===== src/rtl/seg14_scan_sched_if.sv =====
// Write/commit port of the 14-segment scan scheduler: shadow-buffer writes
// plus the commit handshake and sticky address-error flag.
interface seg14_scan_sched_if;
    logic       wr_valid;
    logic       wr_ready;
    logic [3:0] wr_addr;
    logic [5:0] wr_char;
    logic       commit_req;
    logic       commit_done;
    logic       wr_err;

    modport master (
        output wr_valid, wr_addr, wr_char, commit_req,
        input  wr_ready, commit_done, wr_err
    );

    modport slave (
        input  wr_valid, wr_addr, wr_char, commit_req,
        output wr_ready, commit_done, wr_err
    );
endinterface


===== src/rtl/seg14_scan_sched.sv =====
// 12-digit 14-segment scan scheduler with double-buffered message, programmable
// dwell and blank gap, and frame-aligned atomic commit of the shadow buffer.
module seg14_scan_sched #(
    parameter int unsigned DWELL_CYCLES = 1000,
    parameter int unsigned BLANK_CYCLES = 16
) (
    input  logic              clk,
    input  logic              rst_n,
    input  logic              en,
    seg14_scan_sched_if.slave bus,
    output logic              frame_start,
    output logic [11:0]       sel,
    output logic [13:0]       segm
);

    localparam int unsigned MaxCycles = (DWELL_CYCLES > BLANK_CYCLES) ? DWELL_CYCLES : BLANK_CYCLES;
    localparam int unsigned TimerW    = $clog2(MaxCycles + 1);
    localparam logic [TimerW-1:0] DwellLast = TimerW'(DWELL_CYCLES - 1);
    localparam logic [TimerW-1:0] BlankLast = TimerW'((BLANK_CYCLES == 0) ? 0 : BLANK_CYCLES - 1);

    localparam logic [1:0] StOff   = 2'd0;
    localparam logic [1:0] StDwell = 2'd1;
    localparam logic [1:0] StBlank = 2'd2;

    logic [1:0]        state_q, state_d;
    logic [3:0]        digit_q, digit_d;
    logic [TimerW-1:0] timer_q, timer_d;
    logic              pending_q, pending_d;
    logic              wr_err_q, wr_err_d;
    logic              frame_start_q, frame_start_d;
    logic              commit_done_q, commit_done_d;
    logic [11:0]       sel_q, sel_d;
    logic [13:0]       segm_q, segm_d;
    logic [11:0][5:0]  shadow_q, shadow_d;
    logic [11:0][5:0]  active_q, active_d;

    logic       enter_dwell;
    logic       copy;
    logic       wr_acc;
    logic [3:0] next_digit;
    logic [5:0] cur_char;

    function automatic logic [13:0] glyph(input logic [5:0] code);
        logic [13:0] g;
        case (code)
            6'h01: g = 14'b1110_1111_000000;  // A
            6'h02: g = 14'b1111_0001_010010;
            6'h03: g = 14'b1001_1100_000000;
            6'h04: g = 14'b1111_0000_010010;
            6'h05: g = 14'b1001_1110_000000;  // E
            6'h06: g = 14'b1000_1110_000000;
            6'h07: g = 14'b1011_1101_000000;
            6'h08: g = 14'b0110_1111_000000;
            6'h09: g = 14'b1001_0000_010010;
            6'h0A: g = 14'b0111_1000_000000;
            6'h0B: g = 14'b0000_1110_001100;  // K
            6'h0C: g = 14'b0001_1100_000000;
            6'h0D: g = 14'b0110_1100_101000;
            6'h0E: g = 14'b0110_1100_100100;
            6'h0F: g = 14'b1111_1100_000000;
            6'h10: g = 14'b1100_1111_000000;
            6'h11: g = 14'b1111_1100_000100;
            6'h12: g = 14'b1100_1111_000100;
            6'h13: g = 14'b1011_0111_000000;  // S
            6'h14: g = 14'b1000_0000_010010;
            6'h15: g = 14'b0111_1100_000000;
            6'h16: g = 14'b0000_1100_001001;
            6'h17: g = 14'b0110_1100_000101;
            6'h18: g = 14'b0000_0000_101101;
            6'h19: g = 14'b0000_0000_101010;
            6'h1A: g = 14'b1001_0000_001001;
            6'h1B: g = 14'b1111_1100_001001;  // 0
            6'h1C: g = 14'b0110_0000_001000;
            6'h1D: g = 14'b1101_1011_000000;
            6'h1E: g = 14'b1111_0001_000000;
            6'h1F: g = 14'b0110_0111_000000;
            6'h20: g = 14'b1011_0111_000000;
            6'h21: g = 14'b1011_1111_000000;
            6'h22: g = 14'b1110_0000_000000;
            6'h23: g = 14'b1111_1111_000000;
            6'h24: g = 14'b1111_0111_000000;  // 9
            default: g = 14'b0;
        endcase
        return g;
    endfunction

    always_comb begin
        next_digit  = (digit_q == 4'd11) ? 4'd0 : digit_q + 4'd1;
        state_d     = state_q;
        digit_d     = digit_q;
        timer_d     = timer_q + TimerW'(1);
        enter_dwell = 1'b0;
        if (!en) begin
            state_d = StOff;
            digit_d = 4'd0;
            timer_d = '0;
        end else begin
            case (state_q)
                StDwell: begin
                    if (timer_q == DwellLast) begin
                        timer_d = '0;
                        if (BLANK_CYCLES == 0) begin
                            digit_d     = next_digit;
                            enter_dwell = 1'b1;
                        end else begin
                            state_d = StBlank;
                        end
                    end
                end
                StBlank: begin
                    if (timer_q == BlankLast) begin
                        state_d     = StDwell;
                        digit_d     = next_digit;
                        timer_d     = '0;
                        enter_dwell = 1'b1;
                    end
                end
                default: begin
                    state_d     = StDwell;
                    digit_d     = 4'd0;
                    timer_d     = '0;
                    enter_dwell = 1'b1;
                end
            endcase
        end

        frame_start_d = enter_dwell && (digit_d == 4'd0);
        // Commit only on a frame boundary, or at once when the display is dark.
        copy          = pending_q && (!en || (state_q == StOff) || frame_start_d);
        commit_done_d = copy;
        pending_d     = !copy && (pending_q || bus.commit_req);
        wr_acc        = bus.wr_valid && !pending_q;
        wr_err_d      = wr_err_q || (wr_acc && (bus.wr_addr > 4'd11));

        shadow_d = shadow_q;
        for (int i = 0; i < 12; i++) begin
            if (wr_acc && (bus.wr_addr == 4'(i))) shadow_d[i] = bus.wr_char;
        end
        active_d = copy ? shadow_q : active_q;

        // Look up from the post-copy buffer so the first digit of a new frame is fresh.
        cur_char = 6'h00;
        for (int i = 0; i < 12; i++) begin
            if (digit_d == 4'(i)) cur_char = active_d[i];
        end
        sel_d  = '0;
        segm_d = '0;
        if (state_d == StDwell) begin
            sel_d  = 12'b1 << digit_d;
            segm_d = glyph(cur_char);
        end
    end

    always_ff @(posedge clk) begin
        if (!rst_n) begin
            state_q       <= StOff;
            digit_q       <= 4'd0;
            timer_q       <= '0;
            pending_q     <= 1'b0;
            wr_err_q      <= 1'b0;
            frame_start_q <= 1'b0;
            commit_done_q <= 1'b0;
            sel_q         <= '0;
            segm_q        <= '0;
            shadow_q      <= '0;
            active_q      <= '0;
        end else begin
            state_q       <= state_d;
            digit_q       <= digit_d;
            timer_q       <= timer_d;
            pending_q     <= pending_d;
            wr_err_q      <= wr_err_d;
            frame_start_q <= frame_start_d;
            commit_done_q <= commit_done_d;
            sel_q         <= sel_d;
            segm_q        <= segm_d;
            shadow_q      <= shadow_d;
            active_q      <= active_d;
        end
    end

    assign bus.wr_ready    = ~pending_q;
    assign bus.commit_done = commit_done_q;
    assign bus.wr_err      = wr_err_q;
    assign frame_start     = frame_start_q;
    assign sel             = sel_q;
    assign segm            = segm_q;

endmodule


===== src/flat_wrapper.sv =====
// flat-port wrapper written by rule: the top's interface ports become plain ports
module seg14_scan_sched_flat 
#(
    parameter int unsigned DWELL_CYCLES = 1000,
    parameter int unsigned BLANK_CYCLES = 16
)
  (clk, rst_n, en, frame_start, sel, segm, bus_wr_valid, bus_wr_addr, bus_wr_char, bus_commit_req, bus_wr_ready, bus_commit_done, bus_wr_err);
  seg14_scan_sched_if bus_i ();
  input  logic clk;
  input  logic rst_n;
  input  logic en;
  output logic frame_start;
  output logic [11:0] sel;
  output logic [13:0] segm;
  input wire logic [$bits(bus_i.wr_valid)-1:0] bus_wr_valid;
  input wire logic [$bits(bus_i.wr_addr)-1:0] bus_wr_addr;
  input wire logic [$bits(bus_i.wr_char)-1:0] bus_wr_char;
  input wire logic [$bits(bus_i.commit_req)-1:0] bus_commit_req;
  output wire logic [$bits(bus_i.wr_ready)-1:0] bus_wr_ready;
  output wire logic [$bits(bus_i.commit_done)-1:0] bus_commit_done;
  output wire logic [$bits(bus_i.wr_err)-1:0] bus_wr_err;
  assign bus_i.wr_valid = bus_wr_valid;
  assign bus_i.wr_addr = bus_wr_addr;
  assign bus_i.wr_char = bus_wr_char;
  assign bus_i.commit_req = bus_commit_req;
  assign bus_wr_ready = bus_i.wr_ready;
  assign bus_commit_done = bus_i.commit_done;
  assign bus_wr_err = bus_i.wr_err;
  seg14_scan_sched #(.DWELL_CYCLES(DWELL_CYCLES), .BLANK_CYCLES(BLANK_CYCLES)) u_core (.clk(clk), .rst_n(rst_n), .en(en), .bus(bus_i), .frame_start(frame_start), .sel(sel), .segm(segm));
endmodule

===== config.mk =====
export PLATFORM = sky130hd
export DESIGN_NAME = seg14_scan_sched_flat
export DESIGN_NICKNAME = d
export VERILOG_FILES = /design/src/rtl/seg14_scan_sched_if.sv /design/src/rtl/seg14_scan_sched.sv /design/src/flat_wrapper.sv
export SDC_FILE = /design/constraint.sdc
export NUM_CORES = 1
export LEC_CHECK = 0
export BUFFER_PORTS_ARGS = -buffer_cell sky130_fd_sc_hd__buf_2
export CAP_MARGIN = 40
export CORE_ASPECT_RATIO = 1.1
export CORE_UTILIZATION = 40
export CTS_BUF_LIST = sky130_fd_sc_hd__clkbuf_16
export CTS_CLUSTER_SIZE = 25
export DETAILED_ROUTE_END_ITERATION = 8
export GPL_TIMING_DRIVEN = 1
export SLEW_MARGIN = 20
export SYNTH_ARGS = -nofsm -noshare
export SYNTH_HDL_FRONTEND = slang
export SYNTH_SLANG_ARGS = --single-unit
export TNS_END_PERCENT = 10

===== constraint.sdc =====
create_clock -name clk -period 5.3 [get_ports clk]
set_input_delay 0.265 -clock clk [delete_from_list [all_inputs] [get_ports clk]]
set_output_delay 0.265 -clock clk [all_outputs]
set_load 0.02 [all_outputs]

==> results of run 1 <==
==> worst max path at each step <==
stage	from	endpoint	slack (ps)	cells past startpoint
6_report	u_core.timer_q[0]	u_core.segm[6]	370	17
3_3_place_gp	u_core.timer_q[0]	u_core.segm[9]	520	12
4_1_cts	u_core.timer_q[0]	u_core.segm[6]	370	17
3_5_place_dp	u_core.timer_q[0]	u_core.segm[6]	400	17
2_1_floorplan	u_core.timer_q[0]	u_core.segm[6]	880	22
5_1_grt	u_core.timer_q[0]	u_core.segm[6]	80	17
==> power by group through the flow <==
stage | Sequential [uW] | Combinational (uW) | Clock, uW
floorplan | 1500 | 312 | 0
global placement | 1490 | 438 | 0
detailed placement | 1490 | 437 | 0
CTS | 1460 | 439 | 1290
global route | 1460 | 478 | 1350
finish | 1460 | 442 | 1270
==> state kept, by name (all words and copies together), names as in the netlist <==
| register | cells |
|---|---|
| u_core.active_q | 72 |
| u_core.bus.commit_done | 1 |
| u_core.bus.wr_err | 1 |
| u_core.digit_q | 4 |
| u_core.frame_start | 1 |
| u_core.pending_q | 1 |
| u_core.segm | 14 |
| u_core.sel | 12 |
| u_core.shadow_q | 72 |
| u_core.state_q | 2 |
| u_core.timer_q | 10 |
==> per-stage QoR <==
step,area (um2),worst slack (ps)
floorplan,9039,876.4
global placement,9567,517.3
detailed placement,9594,404.7
CTS,10170,370.1
global route,10180,84.65
finish,10180,374.5
==> cells in the final DEF (no fill, tap or decap), types with 7 or more instances in the layout <==
master,netlist,routed
a21boi_0,39,39
a21oi_1,25,25
a22oi_1,7,7
and2_1,17,17
and3_1,10,10
buf_2,9,43
buf_4,2,34
clkbuf_16,0,17
dfxtp_1,190,190
ha_1,13,13
inv_1,16,16
mux2i_1,115,115
nand2_1,111,111
nand3_1,34,34
nor2_1,75,75
nor2b_1,107,107
nor3_1,16,16
o211ai_1,9,9
o21ai_0,9,9
o21ai_1,11,11
o22ai_1,14,14
==> worst reg2reg max path: cells and delay by family (launching register included) <==
kind / cells / cell delay [ps]
compound gates: 7 / 1750
mux: 2 / 590
fa+ha+maj: 2 / 530
simple gates: 4 / 1010
buf+inv: 2 / 560
flops: 1 / 360
==> cell families after synthesis <==
kind of cell               count (synthesis)
xor gates and xnor gates                   8
DFF                                      190
and+or+nand+nor                          409
adders and majority gates                 13
buffers and inverters                     78
AOI/OAI and AO/OA                        175
muxes                                    121
==> final cells by class <==
cell class                 count  area [um2]
sequential                   190        3804
timing repair buffer          79       509.2
inverter                      16       60.06
tap                          295       369.1
clock buffer                  17       425.4
fill                        2212       11920
clock inverter                15       153.9
multi-input combinational    726        4863
==> layer usage <==
layer	global-route usage, %	up-vias	part of all wire, %
met5	0	-	0
met4	7.990	0	2.3
met3	3.857	39	4.6
met2	34.18	168	45
met1	29.55	3479	48
li1	-	3543	-
==> cells in the mapped netlist, types with 5 or more instances <==
master and n:
a31oi_1 6, and2_1 17, o21ai_1 11, ha_1 13, nor2b_1 107, mux2i_1 115
nor2_1 75, o21a_1 5, dfxtp_1 190, o221ai_1 6, xnor2_1 6, nand3_1 34
nand2_1 111, buf_2 9, a21boi_0 39, a221oi_1 6, inv_1 16, o22ai_1 14
a22oi_1 7, and3_1 10, nor3_1 16, buf_6 7, o21ai_0 9, clkbuf_1 42
o211ai_1 9, a21oi_1 25
==> out/metrics.cfg, run 1 <==
[floorplan]
dieArea_um2=23200
dieWidth_um=145.3
dieHeight_um=159.7
rows=57
initial_core_util_pct=40.88
io_pins=45
core_area_um2=22110

[grt]
grt.total_usage_pct=21.66
grt_max_degree=82
antenna_found_initial=0
grt_pass1_vias=6924
grt_overflow=0
grt_pass1_wl_um=39010

[timing]
rsz0062_at_grt=false
setup_tns_ps=0
fin_crit_sh_pct=92.93
slew_headroom_pct=49.91
setup_viol=0
final-hold-violation-count=0
fin_skew_ps=9.292
tightest_slew_ps=744.5
min_period_ps=4926
slew_viol_final=0
fmax_ghz=0.2030
final.hold.worst_slack_ps=80.00

[worst_setup_path]
cpLargestDelayFamily=compound AO/OA/AOI/OAI gates
crit_buf_inv=2
end_kind=register
cp.required_ps=5610
reg2regPathDepth=17
reg2reg_from=u_core.timer_q[0]
worstPathArrival_ps=5240
path_max_fanout=18
ff2ff_setup_slack_ps=370
crit_path_max_incr_delay_ps=490
worstReg2RegEnd=u_core.segm[6]
critical_path.cell_chain=ha_1 -> and3_1 -> nand3_2 -> a221oi_4 -> and3_1 -> a31oi_4 -> buf_4 -> a211oi_1 -> o22ai_1 -> a211o_1 -> a22oi_2 -> buf_4 -> ha_1 -> mux2_1 -> mux2_2 -> nand2_1 -> o211ai_1
critPathSlowestCell=a221oi_4
critPathLaunchType=register
crit_type=register to register

[clock_network]
htree_levels=4
clock_sinks=190
cts_resized=0
clk-insertion-delay-late_ps=440
path_clk_slew_ps=70
postCtsHoldBufs=0
cts_tree=built
cts_buffers=17
cts_setup_buffers=0
cts_buffer_depth=2
cts-root-buf=clkbuf_16

[synthesis]
synthCells=994
synth.top_cell.area_share_pct=42.08
synthXorXnorAreaFrac_pct=0.7752
yosys_warnings=0
muxShareOfSynthArea_pct=13.48
synth_edf_count=0
synth_seq_cells=190
syn_area_um2=9039
ys_seq_area_share_pct=42.08
ys.flop_type=dfxtp_1
synth_area_leader_cell=dfxtp_1
synth_fp_nets=1022
synthDistinctLibCells=75
yosys.area_share.simple_pct=23.41
synth.area.top_cells=dfxtp_1, mux2i_1, nor2b_1, nand2_1, a21boi_0
synthAdderAreaFrac_pct=1.800
postSynthAreaPerCell_um2=9.093
synth_top_family_by_area=simple AND/OR/NAND/NOR gates
synth_compound_area_share_pct=14.24
async_flop_share_pct=0

[hold_path]
hold_end=u_core.pending_q
min_from=bus_commit_req
hold_depth=3
min_path_type=input pin to register

[detailed_routing]
drc=0
wire_per_inst_um=18.27
ant_nets=0
vias=7229
dr.pass1.iters=5
totalWireLength_um=24440
via_per_inst=5.403
drtIter0Drc=436

[power_and_ir_drop]
p_total_uw=3169
p_sw_uw=882.8
p_leak_uw=0.004044
sequentialPowerShare_pct=46.0
p_sw_share_pct=27.86
p_per_area_nw_per_um2=311.1
pwr-share-clk_pct=40.1
comb_power_share_pct=14.0
irDropWorstVdd_mv=0.1830
p_int_uw=2286

[cells_and_area]
final_cells=1338
diodes=0
utilization_pct=46.07
area_growth_pct=12.68
drive_above_1_share_pct=12.85
final_nets=1058

[placement]
dpl.cell_count=1305
place.gp.congestion=0.8588
hpwl_um=17380
io_buffers=44

[job]
cap_violations=0

[outcome]
status=finished, final reports clean

Power figures use the tool's default switching activity.
==> run 2: changes to the inputs <==
Settings changed: REMOVE_ABC_BUFFERS set to 1.
==> out/metrics.cfg, run 2 (synthesized netlist as in run 1, its figures left out) <==
[outcome]
status=finished, final reports clean

[detailed_routing]
via_per_inst=5.383
ant_nets=0
drtIter0Drc=460
totalWireLength_um=24070
route.met3.wl_um=717
drc=0
wl_met2_um=11240
wire_per_inst_um=17.98
vias=7208
dr.pass1.iters=5
wl_met1_um=11600
routed.top_layer=met4

[clock_network]
cts-root-buf=clkbuf_16
htree_levels=4
cts_buffer_depth=2
postCtsHoldBufs=0
cts_tree=built
cts_buffers=17
path_clk_slew_ps=70
clock_sinks=190
clk-insertion-delay-late_ps=430

[floorplan]
dieArea_um2=23200
io_pins=45
dieHeight_um=159.7
rows=57
core_area_um2=22110
dieWidth_um=145.3
initial_core_util_pct=40.88

[job]
cap_violations=0

[timing]
fmax_ghz=0.2062
slew_headroom_pct=50.32
fin_skew_ps=10.05
final.hold.worst_slack_ps=76.20
slew_viol_final=0
min_period_ps=4850
setup_viol=0
final-hold-violation-count=0
rsz0062_at_grt=false
tightest_slew_ps=739.5
final.setup.worst_slack_ps=449.7
fin_crit_sh_pct=91.51

[hold_path]
hold_depth=3
min_from=bus_commit_req
min_path_type=input pin to register
hold_end=u_core.pending_q

[cells_and_area]
drive_above_1_share_pct=12.36
final_nets=1059
utilization_pct=45.99
diodes=0
layout_common_cells=dfxtp_1, mux2i_1, nand2_1
finalInstanceArea_um2=10170
final_common_cell=dfxtp_1
area_growth_pct=12.49
final_cells=1339

[worst_setup_path]
crit_type=register to register
worstPathArrival_ps=5160
ff2ff_setup_slack_ps=450
cp.required_ps=5610
reg2regPathDepth=18
end_kind=register
critPathLaunchType=register
reg2reg_from=u_core.timer_q[0]
critical_path.cell_chain=ha_1 -> and3_1 -> nand3_2 -> a221oi_4 -> and3_1 -> a31oi_4 -> buf_4 -> buf_4 -> mux2i_1 -> nor2_1 -> a211oi_1 -> a31oi_2 -> inv_1 -> ha_1 -> mux2_1 -> mux2_2 -> nand2_1 -> o211ai_1
crit_path_max_incr_delay_ps=500
critPathSlowestCell=a221oi_4
worstReg2RegEnd=u_core.segm[6]
path_max_fanout=11

[power_and_ir_drop]
p_per_area_nw_per_um2=303.2
p_leak_uw=0.004054
irDropWorstVdd_mv=0.2378

[placement]
place_area_um2=9603
io_buffers=44
pre_cts_slack_ps=448.4
hpwl_um=16880
dpl.cell_count=1304
place.gp.congestion=0.8922

[grt]
grt.total_usage_pct=21.02
grt_max_degree=77
grt_pass1_vias=6792
grt_overflow=0
grt_pass1_wl_um=38000
antenna_found_initial=0

[run 2: changes by cell type in the layout (fill, tap and decap cells not counted), moves of 3 or more]
cell	previous run	this run
inv_1	16	20
clkinv_1	1	4
clkinvlp_4	4	1
inv_8	3	0
[run 2: worst max path at each step]
stage / cells past startpoint / slack (ps) / startpoint / to
final: 18 / 450 / u_core.timer_q[0] / u_core.segm[6]
after global routing: 17 / 20 / u_core.timer_q[0] / u_core.segm[6]
after CTS: 18 / 410 / u_core.timer_q[0] / u_core.segm[6]
after detailed placement: 18 / 450 / u_core.timer_q[0] / u_core.segm[6]
after global placement: 16 / 260 / u_core.state_q[0] / u_core.segm[6]
after floorplan: 16 / -1550 / u_core.digit_q[1] / u_core.segm[6]
[run 2: area by class of cell]
| type | instances | area, um2 |
|---|---|---|
| Fill cell | 2213 | 11940 |
| Multi-Input combinational cell | 726 | 4868 |
| Sequential cell | 190 | 3804 |
| Timing Repair Buffer | 80 | 533.0 |
| Clock buffer | 17 | 425.4 |
| Tap cell | 295 | 369.1 |
| Clock inverter | 15 | 107.6 |
| Inverter | 16 | 60.06 |
[run 2: critical path, delay by kind of cell, from the launching register on]
kind	cells	cell delay (ps)
AOI/OAI and AO/OA	5	1260
and+or+nand+nor	5	1080
muxes	3	830
buffers and inverters	3	610
adders and majority gates	2	600
DFF	1	350
[run 2: report_power, final]
| part | total (uW) | switching [uW] | internal, uW |
|---|---|---|---|
| logic | 435 | 264 | 171 |
| clock network | 1190 | 553 | 637 |
| registers | 1460 | 9.41 | 1450 |
| total | 3080 | 827 | 2260 |
[run 2: per-layer routing]
metal / GRT usage [%] / vias up
met1: 28.42 / 3494
met5: 0 / -
met2: 34.24 / 138
met3: 2.686 / 35
met4: 7.799 / 0
li1: - / 3541
[run 2: metrics by stage]
step	TNS, ps	total power [uW]
after floorplan	-18430	1781
after global placement	0	1919
after detailed placement	0	1917
after CTS	0	3103
after global routing	0	3208
final	0	3082
[run 2: what timing repair did]
action                                  CTS  global route
endpoints found under the setup margin    0             2
buffers inserted                          0             2
resized for setup                         0             1
hold endpoints to repair                  0             0
==> run 3: changes to the inputs <==
Settings changed: CELL_PAD_IN_SITES_DETAIL_PLACEMENT set to 0, CELL_PAD_IN_SITES_GLOBAL_PLACEMENT set to 1, PLACE_DENSITY_LB_ADDON set to 0.1.
==> out/metrics.cfg, run 3 (synthesized netlist as in run 1, its figures left out) <==
[outcome]
status=finished, final reports clean

[clock_network]
htree_levels=4
path_clk_slew_ps=70
postCtsHoldBufs=0
clk-insertion-delay-late_ps=430
cts-root-buf=clkbuf_16
cts_buffer_depth=2
cts_tree=built
cts_buffers=17
clock_sinks=190
cts_setup_buffers=0

[worst_setup_path]
crit_start=u_core.timer_q[0]
end_kind=register
worstPathArrival_ps=5250
reg2reg_from=u_core.timer_q[0]
worstReg2RegEnd=u_core.segm[6]
ff2ff_setup_slack_ps=350
cp.required_ps=5600
critPathLaunchType=register
path_max_fanout=28
reg2regPathDepth=17
crit_type=register to register
worstSetupEndpoint=u_core.segm[6]

[power_and_ir_drop]
p_total_uw=3124
p_per_area_nw_per_um2=307.2
p_sw_share_pct=28.31
p_int_uw=2240
irDropWorstVdd_mv=0.2182
comb_power_share_pct=14.1
p_leak_uw=0.004049
p_sw_uw=884.4
pwr-share-clk_pct=39.3
sequentialPowerShare_pct=46.6

[floorplan]
dieWidth_um=145.3
rows=57
core_area_um2=22110
dieHeight_um=159.7
io_pins=45
dieArea_um2=23200
initial_core_util_pct=40.88

[placement]
place_area_um2=9588
dpl.cell_count=1303
io_buffers=44
pre_cts_slack_ps=312.4
hpwl_um=17840
place.gp.congestion=0.8545

[cells_and_area]
finalInstanceArea_um2=10170
multiInputGateArea_um2=4868
final_cells=1336
final_nets=1056
area_growth_pct=12.53
final_common_cell=dfxtp_1
diodes=0
drive_above_1_share_pct=12.78
layout_common_cells=dfxtp_1, mux2i_1, nand2_1
ff_latch_area_um2=3804
fillCellCount=2215

[grt]
grt.total_usage_pct=22.51
met3_usage_pct=3.543
antenna_found_initial=0
grt_pass1_vias=6941
grt-busiest-layer=met2
grt_overflow=0
grt_pass1_wl_um=40330
grt_max_degree=101
grtUsageMet2_pct=36.98
grt_use_met1_pct=30.13

[timing]
fin_skew_ps=10.58
final-hold-violation-count=0
min_period_ps=4949
fin_crit_sh_pct=93.37
slew_viol_final=0
tightest_slew_ps=711.7
final.setup.worst_slack_ps=351.2
slew_headroom_pct=52.56
setup_tns_ps=0
rsz0062_at_grt=false
setup_viol=0
fmax_ghz=0.2021

[detailed_routing]
drtIter0Drc=452
via_per_inst=5.354
dr.pass1.iters=6
ant_nets=0
wire_per_inst_um=19.02
drc=0
totalWireLength_um=25420
vias=7153

[hold_path]
min_path_type=input pin to register

[job]
cap_violations=0

==> run 3: worst min path at each step <==
stage / slack [ps] / from / cells after the start / to
after floorplan: 380 / rst_n / 1 / u_core.bus.wr_err
after global placement: 430 / u_core.timer_q[0] / 1 / u_core.timer_q[0]
after detailed placement: 440 / u_core.timer_q[0] / 1 / u_core.timer_q[0]
after CTS: 90 / bus_commit_req / 3 / u_core.pending_q
after global routing: 120 / bus_commit_req / 3 / u_core.pending_q
final: 90 / bus_commit_req / 3 / u_core.pending_q
==> run 3: area by class of cell <==
class | instances | share of cell area (%)
multi-input combinational | 726 | 47.87
sequential | 190 | 37.40
timing repair buffer | 77 | 5.068
clock buffer | 17 | 4.183
tap | 295 | 3.629
clock inverter | 15 | 1.267
inverter | 16 | 0.5905
==> run 3: critical path, stage by stage (launching register included) <==
cell,delay (ps)
dfxtp_1,350
ha_1,230
and3_1,320
and4_1,380
nand2_1,200
and3_2,300
a31oi_4,510
buf_12,290
mux2i_1,260
nor2_1,80
a211oi_1,390
a31oi_2,160
inv_1,210
ha_1,380
mux2_1,320
mux2_2,280
nand2_1,70
o211ai_1,80
==> run 3: power by group through the flow <==
stage | registers (uW) | clock network (uW) | logic [uW]
final | 1460 | 1230 | 441
after global routing | 1460 | 1320 | 480
after CTS | 1460 | 1260 | 441
after detailed placement | 1490 | 0 | 439
after global placement | 1490 | 0 | 444
after floorplan | 1500 | 0 | 280
==> run 3: per-stage QoR <==
stage	hold slack, ps	util [%]
floorplan	382.5	-
global placement	432.4	43.37
detailed placement	439.1	43.37
CTS	88.23	45.87
global route	123.6	46.00
finish	93.36	46.00
==> run 3: repair_timing <==
action / in CTS / in global routing
endpoints found under the hold margin: 0 / 0
setup endpoints to repair: 0 / 2
resized for setup: 0 / 1
==> run 3: per-layer routing <==
metal,vias to the layer above,wire [um]
met5,-,0
met4,0,482
met3,32,862
met2,138,11960
met1,3441,12110
li1,3542,-
